==> config.mk <==
export PLATFORM = sky130hd
export DESIGN_NAME = seq_mult_32
export DESIGN_NICKNAME = d
export VERILOG_FILES = /design/src/rtl/seq_mult_32.sv
export SDC_FILE = /design/constraint.sdc
export NUM_CORES = 1
export LEC_CHECK = 0
export BUFFER_PORTS_ARGS = -buffer_cell sky130_fd_sc_hd__buf_4
export CORE_MARGIN = 2
export CORE_UTILIZATION = 56
export CTS_BUF_LIST = sky130_fd_sc_hd__clkbuf_2 sky130_fd_sc_hd__clkbuf_4 sky130_fd_sc_hd__clkbuf_8
export DETAILED_ROUTE_END_ITERATION = 6
export GPL_TIMING_DRIVEN = 0
export PLACE_DENSITY = 0.76
export SLEW_MARGIN = 20
export SYNTH_ARGS = -nofsm -noshare
export SYNTH_HDL_FRONTEND = slang
export SYNTH_SLANG_ARGS = --single-unit
==> constraint.sdc <==
create_clock -name CLK -period 11.3 [get_ports CLK]
set_input_delay 0.565 -clock CLK [delete_from_list [all_inputs] [get_ports CLK]]
set_output_delay 0.565 -clock CLK [all_outputs]
set_load 0.05 [all_outputs]
==> src/rtl/seq_mult_32.sv <==
// Radix-2 shift-add 32x32 -> 64-bit multiplier, signed or unsigned, one partial product per clock.
// Signed operands are reduced to magnitudes on entry and the product is negated in the FIX state.
module seq_mult_32 #(
  parameter int N = 32
) (
  input  logic         CLK,
  input  logic         RESET,
  input  logic         START,
  input  logic         SIGNED,
  input  logic [N-1:0] A,
  input  logic [N-1:0] B,
  output logic         READY,
  output logic         BUSY,
  output logic         DONE,
  output logic [N-1:0] HI,
  output logic [N-1:0] LO
);

  localparam int CW = $clog2(N) + 1;

  typedef enum logic [1:0] {
    S_IDLE = 2'd0,
    S_RUN  = 2'd1,
    S_FIX  = 2'd2,
    S_DONE = 2'd3
  } state_t;

  // N-bit two's-complement negation
  function automatic logic [N-1:0] neg_n(input logic [N-1:0] x);
    return ~x + {{(N-1){1'b0}}, 1'b1};
  endfunction

  // 2N-bit two's-complement negation
  function automatic logic [2*N-1:0] neg_2n(input logic [2*N-1:0] x);
    return ~x + {{(2*N-1){1'b0}}, 1'b1};
  endfunction

  // Magnitude of an operand; -2^(N-1) maps to 2^(N-1), which still fits unsigned
  function automatic logic [N-1:0] mag_n(input logic [N-1:0] x, input logic sgn);
    if (sgn && x[N-1]) begin
      return neg_n(x);
    end else begin
      return x;
    end
  endfunction

  state_t          state_r;
  state_t          state_next_s;
  logic [N-1:0]    mcand_r;
  logic [N-1:0]    mplier_r;
  logic [2*N-1:0]  acc_r;
  logic            neg_r;
  logic [CW-1:0]   cnt_r;
  logic [N-1:0]    hi_r;
  logic [N-1:0]    lo_r;

  logic [N-1:0]    addend_s;
  logic [N:0]      sum_s;
  logic [2*N-1:0]  acc_step_s;
  logic            last_step_s;
  logic            accept_s;

  // One shift-add step: carry-keeping upper add, then shift {carry,acc} right by one
  always_comb begin
    addend_s    = {N{1'b0}};
    if (mplier_r[0]) begin
      addend_s = mcand_r;
    end else begin
      addend_s = {N{1'b0}};
    end
    sum_s       = {1'b0, acc_r[2*N-1:N]} + {1'b0, addend_s};
    acc_step_s  = {sum_s, acc_r[N-1:1]};
    last_step_s = (cnt_r == CW'(N - 1));
    accept_s    = START && ((state_r == S_IDLE) || (state_r == S_DONE));
  end

  // State register
  always_ff @(posedge CLK or posedge RESET) begin
    if (RESET) begin
      state_r <= S_IDLE;
    end else begin
      state_r <= state_next_s;
    end
  end

  // Next-state logic
  always_comb begin
    state_next_s = state_r;
    case (state_r)
      S_IDLE: begin
        if (START) begin
          state_next_s = S_RUN;
        end else begin
          state_next_s = S_IDLE;
        end
      end
      S_RUN: begin
        if (last_step_s) begin
          state_next_s = S_FIX;
        end else begin
          state_next_s = S_RUN;
        end
      end
      S_FIX: begin
        state_next_s = S_DONE;
      end
      S_DONE: begin
        if (START) begin
          state_next_s = S_RUN;
        end else begin
          state_next_s = S_IDLE;
        end
      end
      default: begin
        state_next_s = S_IDLE;
      end
    endcase
  end

  // Handshake outputs decoded from the state register
  always_comb begin
    READY = 1'b0;
    BUSY  = 1'b0;
    DONE  = 1'b0;
    case (state_r)
      S_IDLE: begin
        READY = 1'b1;
      end
      S_RUN, S_FIX: begin
        BUSY = 1'b1;
      end
      S_DONE: begin
        READY = 1'b1;
        DONE  = 1'b1;
      end
      default: begin
        READY = 1'b0;
      end
    endcase
  end

  // Operand capture, iteration and result write-back
  always_ff @(posedge CLK or posedge RESET) begin
    if (RESET) begin
      mcand_r  <= {N{1'b0}};
      mplier_r <= {N{1'b0}};
      acc_r    <= {(2*N){1'b0}};
      neg_r    <= 1'b0;
      cnt_r    <= {CW{1'b0}};
      hi_r     <= {N{1'b0}};
      lo_r     <= {N{1'b0}};
    end else begin
      case (state_r)
        S_IDLE, S_DONE: begin
          if (accept_s) begin
            mcand_r  <= mag_n(A, SIGNED);
            mplier_r <= mag_n(B, SIGNED);
            neg_r    <= SIGNED & (A[N-1] ^ B[N-1]);
            acc_r    <= {(2*N){1'b0}};
            cnt_r    <= {CW{1'b0}};
          end
        end
        S_RUN: begin
          acc_r    <= acc_step_s;
          mplier_r <= {1'b0, mplier_r[N-1:1]};
          cnt_r    <= cnt_r + {{(CW-1){1'b0}}, 1'b1};
        end
        S_FIX: begin
          if (neg_r) begin
            {hi_r, lo_r} <= neg_2n(acc_r);
          end else begin
            {hi_r, lo_r} <= acc_r;
          end
        end
        default: begin
          neg_r <= neg_r;
        end
      endcase
    end
  end

  assign HI = hi_r;
  assign LO = lo_r;

endmodule

* Yosys cells after proc, flatten, opt, wreduce, memory -nomap -nowiden
Cells that the tools add are included.
** Cells by class
- Add/subtract/negate cells :: 5
- Eq/ne operators :: 5
- Mux-type cells :: 17
- Bitwise operators :: 5
- Reductions and logical operators :: 10
** Operators by type and width (count)
- two-way mux 32 bit :: 6
- one-hot mux 64 bit (2 select lines) :: 1
- adder 32 x 1 -> 32 bit (second input constant) :: 2
- adder 64 x 1 -> 64 bit (second input constant) :: 1
- two-way mux 64 bit :: 1
- NOT 32 bit :: 2
- NOT 64 bit :: 1
- one-hot mux 32 bit (2 select lines) :: 1
- adder 32 x 32 -> 33 bit :: 1
- one-hot mux 6 bit (2 select lines) :: 1
- adder 6 x 1 -> 6 bit (second input constant) :: 1
- equality test 6 x 5 -> 1 bit (second input constant) :: 1
- two-way mux 6 bit :: 1
- one-hot mux 2 bit (3 select lines) :: 1
- equality test 2 bit (second input constant) :: 2
- two-way mux 1 bit :: 4
- AND reduction 2 bit :: 2
- OR reduction 2 bit :: 2
- logical AND 1 bit :: 3
- equality test 2 x 1 -> 1 bit (second input constant) :: 1
- logical NOT 2 bit :: 1
- two-way mux 2 bit :: 1
- != test 2 x 1 -> 1 bit (second input constant) :: 1
- nonzero test 2 bit :: 1
- other kinds (3) :: 3
** Word-level totals
- Bits in registers :: 201
- Output and inout port bits :: 67
- Word-level logic and storage cells :: 50

* Depth between registers and ports, before layout
- Depth in word-level cells :: 5
- Gate-level depth with buffers :: 12
- Depth with buffers taken out :: 11

* Least setup slack after synthesis
Ideal clock, no wire load.
- Kind :: reg-to-reg
- Start point :: register mplier_r[0]
- End point :: register acc_r[55]
- Library setup time :: 0.069 ns
- Data arrival time :: 2.769 ns
- Data required time :: 11.231 ns
- Path slack :: 8.462 ns
- Cell stages (with the launch flop) :: 13
- Path buffers :: 1
- Period minus slack after synthesis :: 2.838 ns
- Path through :: dfrtp_1 -> clkbuf_1 -> and2_1 -> ha_1 -> inv_1 -> fa_1 -> nor2b_1 -> o211ai_1 -> a21boi_0 -> o311a_1 -> a21oi_1 -> or4_1 -> nand3_1
** On the way
- Word-level cells in the longest chain between the ends :: 3
** Ends and longest elaborated chain
- start, declared :: RTL line 50 : logic [N-1:0] mplier_r;
- start signal, assigned :: RTL line 146 : mplier_r <= {N{1'b0}};
- start signal, assigned :: RTL line 157 : mplier_r <= mag_n(B, SIGNED);
- start signal, assigned :: RTL line 165 : mplier_r <= {1'b0, mplier_r[N-1:1]};
- two-way mux 32 bit :: RTL line 66 : if (mplier_r[0]) begin
- adder 32 x 32 -> 33 bit :: RTL line 71 : sum_s = {1'b0, acc_r[2*N-1:N]} + {1'b0, addend_s};
- one-hot mux 64 bit (2 select lines) :: RTL line 153 : case (state_r)
- end signal, assigned :: RTL line 147 : acc_r <= {(2*N){1'b0}};
- end signal, assigned :: RTL line 159 : acc_r <= {(2*N){1'b0}};
- end signal, assigned :: RTL line 164 : acc_r <= acc_step_s;
- end, declared :: RTL line 51 : logic [2*N-1:0] acc_r;
Every way passes these cells.
A chain may end at the register's enable or synchronous reset.

* Worst setup path in the final report
Ends and elaborated chain as after synthesis.

==> flow_summary.ini <==
[outcome]
status = finished, final reports clean

[cts]
insertion_delay_ns = 0.53
postCtsSetupBuffers = 0
cts_resized = 0
cts_buffer_depth = 3
h-tree-depth = 2
clockRootBuffer = clkbuf_8
cts_buffers = 35
cts_sinks = 201
cts_tree = done
clkTransAtPathRegs_ns = 0.06
hold_buffers = 0

[detailed_routing]
ant_nets = 0
drcViolationCount = 0
drtPass1Iterations = 5
viasPerCell = 5.870
dr_total_vias = 11380
wl_per_cell_um = 17.54
drt-initial-drc-count = 753
wirelength_um = 34010

[critical_path]
critPathLaunchType = register
worstPathRequired_ns = 11.76
critPathMaxFanout = 10
crit_buf_inv = 2
worstSetupPathType = reg2reg
critical_path.top_delay_family = compound AO/OA/AOI/OAI gates
cp-end-kind = register
r2r-start = mplier_r[0]$_DFFE_PP0P_
worstPathArrival_ns = 4.04
critPathSlowestCell = or4_1
slowest_delay_ns = 0.49
crit_start = mplier_r[0]$_DFFE_PP0P_
crit_chain = clkbuf_1 > and2_1 > ha_1 > inv_1 > fa_1 > nor2b_1 > o211ai_1 > a21boi_0 > o311a_1 > a21oi_1 > or4_1 > nand3_1

[placement]
dp_hpwl_um = 25640
dp.cells = 1879
place.gp.congestion = 0.9325
place_ws_ns = 7.727
post_dp_cell_area_um2 = 13710
port_buffers = 134

[timing]
min_period_over_period_pct = 31.69
fin_skew_ns = 0.03157
maxSlewHeadroom_pct = 46.43
layout_setup_ws_ns = 7.719
hold_violations = 0
rsz0062_at_grt = false
maxSlewViolCount = 0
tns_ns = 0
worst_pin_slew_ns = 0.8036
clock.fmax_mhz = 279.3
setup_viol = 0
hold_ws_ns = 0.1221
fin_crit_ns = 3.581

[synth]
synth_area_leader_cell = dfrtp_1
yosys_warnings = 0
synth_ff_type = dfrtp_1
async_flop_share_pct = 100.0
synth_edf_count = 0
syn_inst = 1464
yosysSeqAreaShare_pct = 40.84
yosysUniqueCellTypes = 66
synth_most_common_cell = nand2_1
synth_area_leaders = dfrtp_1 (41%), xor2_1 (6.8%), nand2_1 (6.3%)
synth_common_cells = nand2_1 (206), dfrtp_1 (201), a21oi_1 (151)
synth-seq-cells = 201
synth_area_um2 = 12320
synth_top_area_share_pct = 40.84
avgSynthCellArea_um2 = 8.412
synth_nets = 1572

[finish]
drive_gt1_share_pct = 13.68
multi_input_area_um2 = 6869
register_area_um2 = 5030
fin_cells = 1939
synthToLayoutAreaGrowth_pct = 17.49
nets = 1744
antenna-diode-count = 0
fin_util_pct = 66.72
n_fill_cell = 1857
postLayoutCellArea_um2 = 14470

[power_and_ir_drop]
p_switching_mw = 2.290
powerDensity_nw_per_um2 = 316.9
p_total_mw = 4.586
comb_power_share_pct = 56.2
switching_share_pct = 49.93
clockPowerShare_pct = 15.8
vdd_drop_max_mv = 0.1345
internal_power_mw = 2.296
power.leakage_nw = 6.652
seqPwrFrac_pct = 28.0

[floorplanning]
dieArea_um2 = 23190
die_y_um = 152.3
ios = 135
die_x_um = 152.3
start_util_pct = 56.78
core_um2 = 21690
num_rows = 54

[global_route]
grt_pass1_wl_um = 55660
grt_use_total_pct = 29.09
grt_max_degree = 108
overflow = 0
grt_pass1_vias = 11000
antenna_found_initial = 0

[hold_path]
min_path_type = in2async

[flow_run]
cap_violations = 0
[flip-flops by register name, indices dropped and copies added (netlist names)]
name and count:
state_r 2, LO 32, acc_r 64, neg_r 1
mcand_r 32, cnt_r 6, mplier_r 32, HI 32
[power by group through the flow]
| stage | Combinational (mW) | Sequential (mW) | Clock [mW] |
|---|---|---|---|
| 6_report | 2.58 | 1.28 | 0.724 |
| 3_3_place_gp | 2.50 | 1.27 | 0 |
| 2_1_floorplan | 1.59 | 1.48 | 0 |
| 4_1_cts | 2.57 | 1.27 | 0.731 |
| 3_5_place_dp | 2.55 | 1.28 | 0 |
| 5_1_grt | 2.82 | 1.32 | 0.766 |
[layout by cell type (no fill, tap or decap), drive strengths merged, types with 9 or more instances in the layout]
| cell type | netlist | routed |
|---|---|---|
| a21oi | 151 | 151 |
| and2 | 39 | 39 |
| buf | 3 | 138 |
| clkbuf | 77 | 127 |
| dfrtp | 201 | 201 |
| ha | 39 | 39 |
| inv | 30 | 31 |
| nand2 | 207 | 207 |
| nand3 | 52 | 52 |
| nand4 | 11 | 11 |
| nor2 | 140 | 140 |
| nor3 | 32 | 32 |
| nor4 | 12 | 12 |
| o21ai | 140 | 140 |
| o22ai | 9 | 9 |
| o31ai | 32 | 32 |
| o41ai | 16 | 16 |
| or3 | 27 | 27 |
| or4 | 15 | 15 |
| xnor2 | 46 | 46 |
| xor2 | 95 | 95 |
[cell families after synthesis]
group,Yosys count,synth area share [%]
and+or+nand+nor,560,21.44
AOI/OAI and AO/OA,404,19.53
DFF,201,40.84
xor gates and xnor gates,141,10.03
buffers and inverters,110,3.383
adders and majority gates,40,4.125
muxes,8,0.6604
[cell type report]
type	instances	share of cell area [%]
multi-input combinational	1153	47.47
sequential	201	34.76
timing repair buffer	135	7.142
clock buffer	50	4.540
tap	280	2.421
buffer	80	2.101
inverter	30	0.8301
clock inverter	10	0.7350
[final timing paths]
path	to	slack [ns]	depth (start not counted)
max	acc_r[55]$_DFFE_PP0P_	7.72	12
min	HI[0]$_DFFE_PP0P_	0.12	2
max in group asynchronous	mplier_r[18]$_DFFE_PP0P_	10.20	3
max reg2reg	acc_r[55]$_DFFE_PP0P_	7.72	12
min reg2reg	mcand_r[2]$_DFFE_PP0P_	0.47	2
min in group CLK	mplier_r[31]$_DFFE_PP0P_	0.34	3
[metal layers]
metal | vias to the layer above | track usage [%] | routed length (um)
met5 | - | 0 | 0
met2 | 370 | 47.45 | 16090
met1 | 5465 | 40.75 | 15060
met4 | 0 | 8.011 | 578
met3 | 47 | 4.437 | 2277
li1 | 5500 | - | -
Power figures use the tool's default switching activity.
